File: src/rtl/m_mem_ctrl_pkg.sv
`default_nettype none
// ============================================================================
// Module      : m_mem_ctrl_pkg
// Description : Shared CPU constants for the M-stage memory controller.
//               Holds the memOp encodings, the FSM state encoding, the bus
//               timeout constant and small op-decoding helpers.
// Revision    : 1.0 - initial release
// ============================================================================
package m_mem_ctrl_pkg;

    // M-stage memory operation encodings; 9-15 decode as "no access"
    localparam logic [3:0] c_op_none = 4'd0;
    localparam logic [3:0] c_op_lw   = 4'd1;
    localparam logic [3:0] c_op_lh   = 4'd2;
    localparam logic [3:0] c_op_lhu  = 4'd3;
    localparam logic [3:0] c_op_lb   = 4'd4;
    localparam logic [3:0] c_op_lbu  = 4'd5;
    localparam logic [3:0] c_op_sw   = 4'd6;
    localparam logic [3:0] c_op_sh   = 4'd7;
    localparam logic [3:0] c_op_sb   = 4'd8;

    // Number of REQ cycles allowed without an ack before the access aborts
    localparam logic [7:0] c_timeout_cycles = 8'd255;

    typedef enum logic [1:0] {
        ST_IDLE = 2'd0,
        ST_REQ  = 2'd1,
        ST_DONE = 2'd2
    } state_e;

    // True for any real load or store (1-8)
    function automatic logic op_is_access(input logic [3:0] op);
        return (op >= c_op_lw) && (op <= c_op_sb);
    endfunction

    // True for sw/sh/sb
    function automatic logic op_is_store(input logic [3:0] op);
        return (op >= c_op_sw) && (op <= c_op_sb);
    endfunction

    // Word accesses need addr[1:0]==0, halfword accesses need addr[0]==0
    function automatic logic op_misaligned(input logic [3:0] op,
                                           input logic [1:0] addr_lo);
        logic mis;
        mis = 1'b0;
        case (op)
            c_op_lw, c_op_sw:           mis = (addr_lo != 2'b00);
            c_op_lh, c_op_lhu, c_op_sh: mis = addr_lo[0];
            default:                    mis = 1'b0;
        endcase
        return mis;
    endfunction

endpackage
`default_nettype wire

File: src/rtl/m_mem_ctrl_ldext.sv
`default_nettype none
// ============================================================================
// Module      : m_ldext
// Description : Load extension. Selects the addressed byte/halfword of a bus
//               read word and sign- or zero-extends it to 32 bits.
// Revision    : 1.0 - initial release
// ============================================================================
module m_ldext
    import m_mem_ctrl_pkg::*;
(
    input  logic [3:0]  op,
    input  logic [1:0]  addr_lo,
    input  logic [31:0] word,
    output logic [31:0] data
);

    logic [15:0] w_half;
    logic [7:0]  w_byte;

    // Lane select, then extend according to the load flavour
    always_comb begin
        w_half = addr_lo[1] ? word[31:16] : word[15:0];
        case (addr_lo)
            2'd0:    w_byte = word[7:0];
            2'd1:    w_byte = word[15:8];
            2'd2:    w_byte = word[23:16];
            default: w_byte = word[31:24];
        endcase
        case (op)
            c_op_lh:  data = {{16{w_half[15]}}, w_half};
            c_op_lhu: data = {16'h0000, w_half};
            c_op_lb:  data = {{24{w_byte[7]}}, w_byte};
            c_op_lbu: data = {24'h000000, w_byte};
            default:  data = word;
        endcase
    end

endmodule
`default_nettype wire

File: src/rtl/m_mem_ctrl.sv
`default_nettype none
// ============================================================================
// Module      : m_mem_ctrl
// Description : M-stage memory controller. Captures one load/store, runs a
//               req/ack bus handshake with a 255-cycle timeout, stalls the
//               pipeline while the access is outstanding and returns an
//               extended load result with a one-cycle done pulse.
// Revision    : 1.0 - initial release
// ============================================================================
module m_mem_ctrl
    import m_mem_ctrl_pkg::*;
(
    input  logic        clk,
    input  logic        reset,
    input  logic [3:0]  memOp,
    input  logic [31:0] data_addr,
    input  logic [3:0]  data_byteen,
    input  logic [31:0] data_wdata,
    output logic        mem_req,
    output logic        mem_we,
    output logic [31:0] mem_addr,
    output logic [3:0]  mem_byteen,
    output logic [31:0] mem_wdata,
    input  logic        mem_ack,
    input  logic [31:0] mem_rdata,
    output logic        m_stall,
    output logic [31:0] m_rdata,
    output logic        m_done,
    output logic        m_err
);

    state_e      state_q,  state_d;
    logic [7:0]  cnt_q,    cnt_d;
    logic [3:0]  op_q,     op_d;
    logic [31:0] addr_q,   addr_d;
    logic [3:0]  byteen_q, byteen_d;
    logic [31:0] wdata_q,  wdata_d;
    logic [31:0] rdata_q,  rdata_d;
    logic        err_q,    err_d;

    logic [31:0] w_ld_data;

    // Extension runs on the live bus word; the result is latched on ack
    m_ldext u_ldext (
        .op      (op_q),
        .addr_lo (addr_q[1:0]),
        .word    (mem_rdata),
        .data    (w_ld_data)
    );

    // State register and captured access fields
    always_ff @(posedge clk) begin
        if (reset) begin
            state_q  <= ST_IDLE;
            cnt_q    <= 8'd0;
            op_q     <= c_op_none;
            addr_q   <= 32'd0;
            byteen_q <= 4'd0;
            wdata_q  <= 32'd0;
            rdata_q  <= 32'd0;
            err_q    <= 1'b0;
        end else begin
            state_q  <= state_d;
            cnt_q    <= cnt_d;
            op_q     <= op_d;
            addr_q   <= addr_d;
            byteen_q <= byteen_d;
            wdata_q  <= wdata_d;
            rdata_q  <= rdata_d;
            err_q    <= err_d;
        end
    end

    // Next-state logic: capture in IDLE, handshake/timeout in REQ, pulse in DONE
    always_comb begin
        state_d  = state_q;
        cnt_d    = cnt_q;
        op_d     = op_q;
        addr_d   = addr_q;
        byteen_d = byteen_q;
        wdata_d  = wdata_q;
        rdata_d  = rdata_q;
        err_d    = err_q;
        case (state_q)
            ST_IDLE: begin
                if (op_is_access(memOp)) begin
                    op_d     = memOp;
                    addr_d   = data_addr;
                    // Loads present zero enables/data on the bus
                    byteen_d = op_is_store(memOp) ? data_byteen : 4'd0;
                    wdata_d  = op_is_store(memOp) ? data_wdata  : 32'd0;
                    cnt_d    = 8'd0;
                    if (op_misaligned(memOp, data_addr[1:0])) begin
                        err_d   = 1'b1;
                        rdata_d = 32'd0;
                        state_d = ST_DONE;
                    end else begin
                        err_d   = 1'b0;
                        state_d = ST_REQ;
                    end
                end
            end
            ST_REQ: begin
                // An ack in the final allowed cycle still wins over timeout
                if (mem_ack) begin
                    rdata_d = op_is_store(op_q) ? 32'd0 : w_ld_data;
                    err_d   = 1'b0;
                    state_d = ST_DONE;
                end else if (cnt_q == (c_timeout_cycles - 8'd1)) begin
                    rdata_d = 32'd0;
                    err_d   = 1'b1;
                    state_d = ST_DONE;
                end else begin
                    cnt_d = cnt_q + 8'd1;
                end
            end
            ST_DONE: begin
                state_d = ST_IDLE;
            end
            default: begin
                state_d = ST_IDLE;
            end
        endcase
    end

    // Bus and pipeline outputs; bus fields are forced to zero outside REQ
    always_comb begin
        mem_req    = (state_q == ST_REQ);
        mem_we     = mem_req && op_is_store(op_q);
        mem_addr   = mem_req ? {addr_q[31:2], 2'b00} : 32'd0;
        mem_byteen = mem_req ? byteen_q : 4'd0;
        mem_wdata  = mem_req ? wdata_q  : 32'd0;
        m_stall    = ((state_q == ST_IDLE) && op_is_access(memOp)) || mem_req;
        m_done     = (state_q == ST_DONE);
        m_rdata    = rdata_q;
        m_err      = err_q;
    end

endmodule
`default_nettype wire

File: config.mk
export PLATFORM = sky130hd
export DESIGN_NAME = m_mem_ctrl
export DESIGN_NICKNAME = d
export VERILOG_FILES = /design/src/rtl/m_mem_ctrl_pkg.sv /design/src/rtl/m_mem_ctrl_ldext.sv /design/src/rtl/m_mem_ctrl.sv
export SDC_FILE = /design/constraint.sdc
export NUM_CORES = 1
export LEC_CHECK = 0
export BUFFER_PORTS_ARGS = -buffer_cell sky130_fd_sc_hd__buf_2
export CELL_PAD_IN_SITES_DETAIL_PLACEMENT = 0
export CELL_PAD_IN_SITES_GLOBAL_PLACEMENT = 1
export CORE_MARGIN = 2
export CORE_UTILIZATION = 37
export CTS_BUF_LIST = sky130_fd_sc_hd__clkbuf_16
export DETAILED_ROUTE_END_ITERATION = 7
export PLACE_DENSITY = 0.86
export SLEW_MARGIN = 20
export SYNTH_ARGS = -nofsm -noshare
export SYNTH_HDL_FRONTEND = slang
export SYNTH_SLANG_ARGS = --single-unit
File: constraint.sdc
create_clock -name clk -period 4.9 [get_ports clk]
set_input_delay 0.98 -clock clk [delete_from_list [all_inputs] [get_ports clk]]
set_output_delay 0.98 -clock clk [all_outputs]
set_load 0.02 [all_outputs]
Yosys cells after proc, flatten, opt, wreduce, memory -nomap -nowiden. Index checks and enable logic that the tools add are counted.

Output and inout bits: 105. Word-level logic and storage cells: 81. Bits in registers: 115. Input bits: 107.

Equality and inequality tests: 19. Reduce and logical (&&, ||, !) cells: 17. Magnitude comparators: 5. Add/sub/neg operators: 1. Multiplexer cells: 31.

Operators by type and width (number): $mux W32 (8); $pmux W32 S4 (1); $pmux W32 S2 (1); $mux W8 (3); $pmux W8 S3 (1); $eq A4 B2 Y1 const B (4); $eq A4 B3 Y1 const B (4); $mux W16 (1); $pmux W8 S2 (1); $add A8 B1 Y8 const B (1); $eq A8 B8 Y1 const B (1); $ge A4 B3 Y1 const B (2); $le A4 B4 Y1 const B (2); $mux W2 (4); $mux W4 (2); $ne A2 B2 Y1 const B (4); $reduce_and A4 Y1 (2); $mux W1 (6); $logic_and A1 B1 Y1 (5); $eq A2 B1 Y1 const B (2); $eq A2 B2 Y1 const B (2); $eq A4 B1 Y1 const B (1); $ge A4 B1 Y1 const B (1); $logic_not A2 Y1 (2); other kinds (9) (12).

Logic depth before layout (Yosys ltp).
Depth after elaboration: 8. Depth in mapped cells: 8. Gate-level depth less buffers: 7.

Hierarchy. A second synthesis with hierarchy kept.

Cells, all modules: 729. Area, all modules: 6079.6 um^2.

Modules (own cells, without submodules): m_mem_ctrl (area each 5320.1 um^2, cells each 623, times used 1, sequential area each 2302.2 um^2); m_ldext (area each 759.5 um^2, cells each 106, times used 1, sequential area each 0.0 um^2).

Worst setup path before layout. Ideal clock, no wire load.

Path kind: input port to output port. Start point: input port memOp[0]. End point: output port m_stall. Arrival: 2043 ps. Stages on the path: 4. Data required time: 3920 ps. Setup slack: 1877 ps. Buffers on the path: 1. Cells stage by stage: or4_4 > nand3_2 > buf_2 > nand2_1.

Longest elaborated chain between the ends: 4. Elaborated cells between the ends (all ways): 5. Classes of those cells: order compare: 2; reduce/logical: 3.

Ends and longest elaborated chain: start, declared (line m_mem_ctrl.sv:15) `input logic [3:0] memOp,`; $ge A4 B1 Y1 / $le A4 B4 Y1 (equally long branches) (line m_mem_ctrl_pkg.sv:33) `return (op >= c_op_lw) && (op <= c_op_sb);`; $logic_and A1 B1 Y1 (*) (line m_mem_ctrl_pkg.sv:33); $logic_and A1 B1 Y1 (*) (line m_mem_ctrl.sv:133) `m_stall = ((state_q == ST_IDLE) && op_is_access(memOp)) || mem_req;`; $logic_or A1 B1 Y1 (*) (line m_mem_ctrl.sv:133); end, declared (line m_mem_ctrl.sv:26) `output logic m_stall,`.

Mark *: on every way between the ends. The rest lies on a longest branch, timed or not.

Worst setup path in the final report.
Start point: register state_q[0]. End point: output port mem_wdata[9].

Longest elaborated chain between the ends: 2.

Ends and longest elaborated chain: start, declared (line m_mem_ctrl.sv:32) `state_e state_q, state_d;`; start signal, assigned (line m_mem_ctrl.sv:63) `state_q <= state_d;`; $eq A2 B1 Y1 (line m_mem_ctrl.sv:128) `mem_req = (state_q == ST_REQ);`; $mux W32 (line m_mem_ctrl.sv:132) `mem_wdata = mem_req ? wdata_q : 32'd0;`; end, declared (line m_mem_ctrl.sv:23) `output logic [31:0] mem_wdata,`.

Every way passes these cells.

==> flow_results.org <==
** Cells and area
- Leaving out fill and tap cells, the most frequent cell in the layout is sky130_fd_sc_hd__buf_2.
- Final standard cell utilization of the core :: 49.3%
- Number of inserted filler cells in the final layout :: 1333
- Relative to the synthesized area, the layout overhead comes to 32.0%.
- In the final layout, the share of cells above drive strength 1 is 31.8%.
- In the layout the commonest cells are sky130_fd_sc_hd__buf_2 (209), sky130_fd_sc_hd__dfxtp_1 (115), sky130_fd_sc_hd__nand2_1 (76).
- For this run, the post-layout net count is 869.
- Non-filler cells, final :: 954

** Job
- Count of maximum capacitance violations :: 0

** STA
- Final count of hold timing violations :: 0
- Final worst hold slack :: 449 ps
- The worst pin sits at a relative slew slack of 36.7%.
- Sum Neg Setup Slack :: 0 ps
- Setup repair after global routing missed its margin :: no
- Setup violations remaining at the end of the flow were counted as 0.
- Tightest Pin Transition :: 949 ps
- Timing would allow up to 293 MHz.
- Of the available clock period, the critical path in the final layout requires 69.6%.
- For the final database, setup skew stands at 5.90 ps.
- Across all setup checks in the final design, the least slack found is 1490 ps.
- The clock period could shrink to 3410 ps.
- The number of max-slew violations in the final report was 0.

** Placed design
- In this run the tool buffered the top-level ports with 209 buffer cells.
- Placer's final routability congestion estimate :: 0.856
- The number of placed instances, taps included, is 921.
- Place WS :: 1410 ps
- Summed over all nets, the half-perimeter wirelength after detailed placement is 10.5 mm.

** Worst setup path
- For the worst setup path, the data required time is 3920 ps.
- In this run the worst path has a maximum fanout of 39.
- Kind of launch point of the worst setup path :: flop
- Worst reg2reg startpoint :: state_q[0]
- Critical path class :: reg -> out
- Data arrival time of the worst path :: 2430 ps
- Endpoint type of the worst setup path :: output pin
- In this run the worst setup path begins at state_q[0].

** Detailed routing
- For this block, the via count after detailed routing is 4891.
- Dividing the detail-routed wire length by the instance count gives 15.4 um.
- After detailed routing, the number of remaining DRC violations is 0.
- Post-Route WL :: 14.7 mm
- TritonRoute pass-1 iters :: 7
- Number of nets still failing antenna checks after routing :: 0
- The first routing iteration left 364 violations.
- Via density per instance :: 5.13

** Power
- Maximum vdd drop :: 0.000256 V
- The analysis attributes to cell leakage a power of 3.11 nW.
- In this run the power density over the cells is 368 mW/mm2.

** Synthesis
- Fraction of registers with async set/reset :: 0%
- By area, the combinational part of the netlist is dominated by compound AO/OA/AOI/OAI gates.
- Number of flops mapped to enable cells by yosys :: 0
- Of the total synthesized cell area, the portion taken by full adders, half adders and majority gates is 0.488%.
- FF+latch count, synth :: 115
- Summing the areas of all compound-gate instances in the mapped netlist gives 24.5% of the synthesized area.
- Yosys printed 0 warnings.
- For this run, the leading register cell type out of synthesis is sky130_fd_sc_hd__dfxtp_1.
- After synthesis, flip-flops and latches occupy 44.9% of the total area.
- Summing the areas of all xor and xnor instances in the mapped netlist gives 1.03% of the synthesized area.
- Gate count of the mapped netlist :: 568
- Mean Syn Cell Area :: 9.02 um2
- Counting distinct cell types in the post-synthesis netlist gives 51.
- The synthesized netlist devotes 20.7% of its cell area to simple gates.
- Fraction of synthesized area in multiplexers :: 3.13%
- The synthesized netlist occupies a cell area of 0.00512 mm2.

** Global route
- Entering global routing, the biggest net connects 47 pins.
- The number of antenna violations at the first check in global routing was 2.
- The first global-routing pass estimated 23.0 mm of wire.
- Global routing consumed, over all layers together, 19.8% of the routing resources.
- The number of global-route vias before repair is 4642.
- Summed over all layers, the global routing overflow is 0.

** Min path
- Tightest Hold Check Type :: reg -> reg
- Hold path startpoint :: addr_q[5]

** Clock network
- Number of buffers added for setup after CTS :: 0
- Number of clock buffers inserted by TritonCTS :: 17
- CTS H-Tree Depth :: 4
- The number of gates resized after CTS was 0.
- Hold repair after CTS inserted 0 buffers.
- Cell at the root of the clock tree :: sky130_fd_sc_hd__clkbuf_16
- TritonCTS clock tree :: yes
- Clock tree synthesis found a total of 115 sinks.
- Clock latency on the worst-skew pair, taken at its later pin, is 400 ps.
- Maximum clock path buffer count :: 2
- Clock-pin slew was measured on the worst setup and hold paths at 50 ps.

** Floorplan
- For this configuration, the core starts out at a cell density of 37.4%.
- Floorplan die width :: 122 um
- The core region is 0.0137 mm2.
- Chip Height :: 122 um
- IO Pins :: 212
- The die covers 0.0148 mm2.
- In this run the core area contains 43 standard-cell rows.

** Outcome
- The flow ran to the end, and the final reports show no timing, DRC or antenna violations.
[logic make-up after synthesis]
family	after synthesis
simple gates	200
compound gates	180
flops	115
buf+inv	48
mux	16
xor+xnor	6
fa+ha+maj	2
other cells	1
[metal layers]
metal	GRT usage, %	routed length [um]	vias to the layer above
met5	0	0	-
met3	6.65	1200	22
met4	7.97	268	0
met2	31.6	6860	209
met1	24.5	6330	2266
li1	-	-	2394
[worst paths after layout]
kind             endpoint  slack, ps  cells after the start
max          mem_wdata[9]       1490                      5
min             addr_q[5]        450                      2
max reg2reg   wdata_q[15]       2060                      6
min reg2reg     addr_q[5]        450                      2
[critical path: stages (launching register included)]
cell and delay (ps):
sky130_fd_sc_hd__dfxtp_1 400, sky130_fd_sc_hd__nand2b_1 170, sky130_fd_sc_hd__inv_1 600, sky130_fd_sc_hd__buf_4 430, sky130_fd_sc_hd__and2_1 230, sky130_fd_sc_hd__buf_2 180
[power by group]
| group | leakage [nW] | internal (mW) | total [mW] | switching (mW) |
|---|---|---|---|---|
| clock | 0.289 | 0.723 | 1.12 | 0.398 |
| combinational | 1.88 | 0.129 | 0.355 | 0.226 |
| sequential | 0.935 | 0.984 | 1.01 | 0.0306 |
[sequential cells by signal, indices dropped and copies added (netlist names)]
register / count
m_rdata: 32
wdata_q: 32
state_q: 2
op_q: 4
m_err: 1
cnt_q: 8
byteen_q: 4
addr_q: 32
[synthesized netlist by cell type, drive strengths merged (7+ instances only)]
| master | instances | area share [%] |
|---|---|---|
| o22ai | 7 | 0.85 |
| and2 | 67 | 8.2 |
| o2bb2ai | 32 | 5.5 |
| a21oi | 64 | 6.3 |
| nand2 | 76 | 5.6 |
| o22a | 7 | 1.2 |
| dfxtp | 115 | 45 |
| clkbuf | 17 | 1.2 |
| a22oi | 7 | 1.0 |
| o21ai | 14 | 1.4 |
| mux2i | 16 | 3.1 |
| buf | 25 | 3.5 |
| a22o | 36 | 6.2 |
| nand3 | 7 | 1.0 |
| nor2 | 25 | 2.2 |
[through the flow]
stage               power, mW  cell area [um2]
CTS                      2.52             6760
finish                   2.49             6770
global route             2.60             6760
floorplan                1.27             5130
detailed placement       1.39             6230
global placement         1.38             6200
[final cells by class]
class / instances / area [um2] / share of cell area, %
Multi-Input combinational cell: 406 / 2570 / 38.0
Sequential cell: 115 / 2300 / 34.0
Timing Repair Buffer: 214 / 1100 / 16.3
Clock buffer: 17 / 425 / 6.29
Tap cell: 180 / 225 / 3.33
Clock inverter: 15 / 111 / 1.65
Inverter: 6 / 22.5 / 0.333
Antenna cell: 1 / 2.50 / 0.0370
No activity file was read; power rests on OpenSTA's default activity.
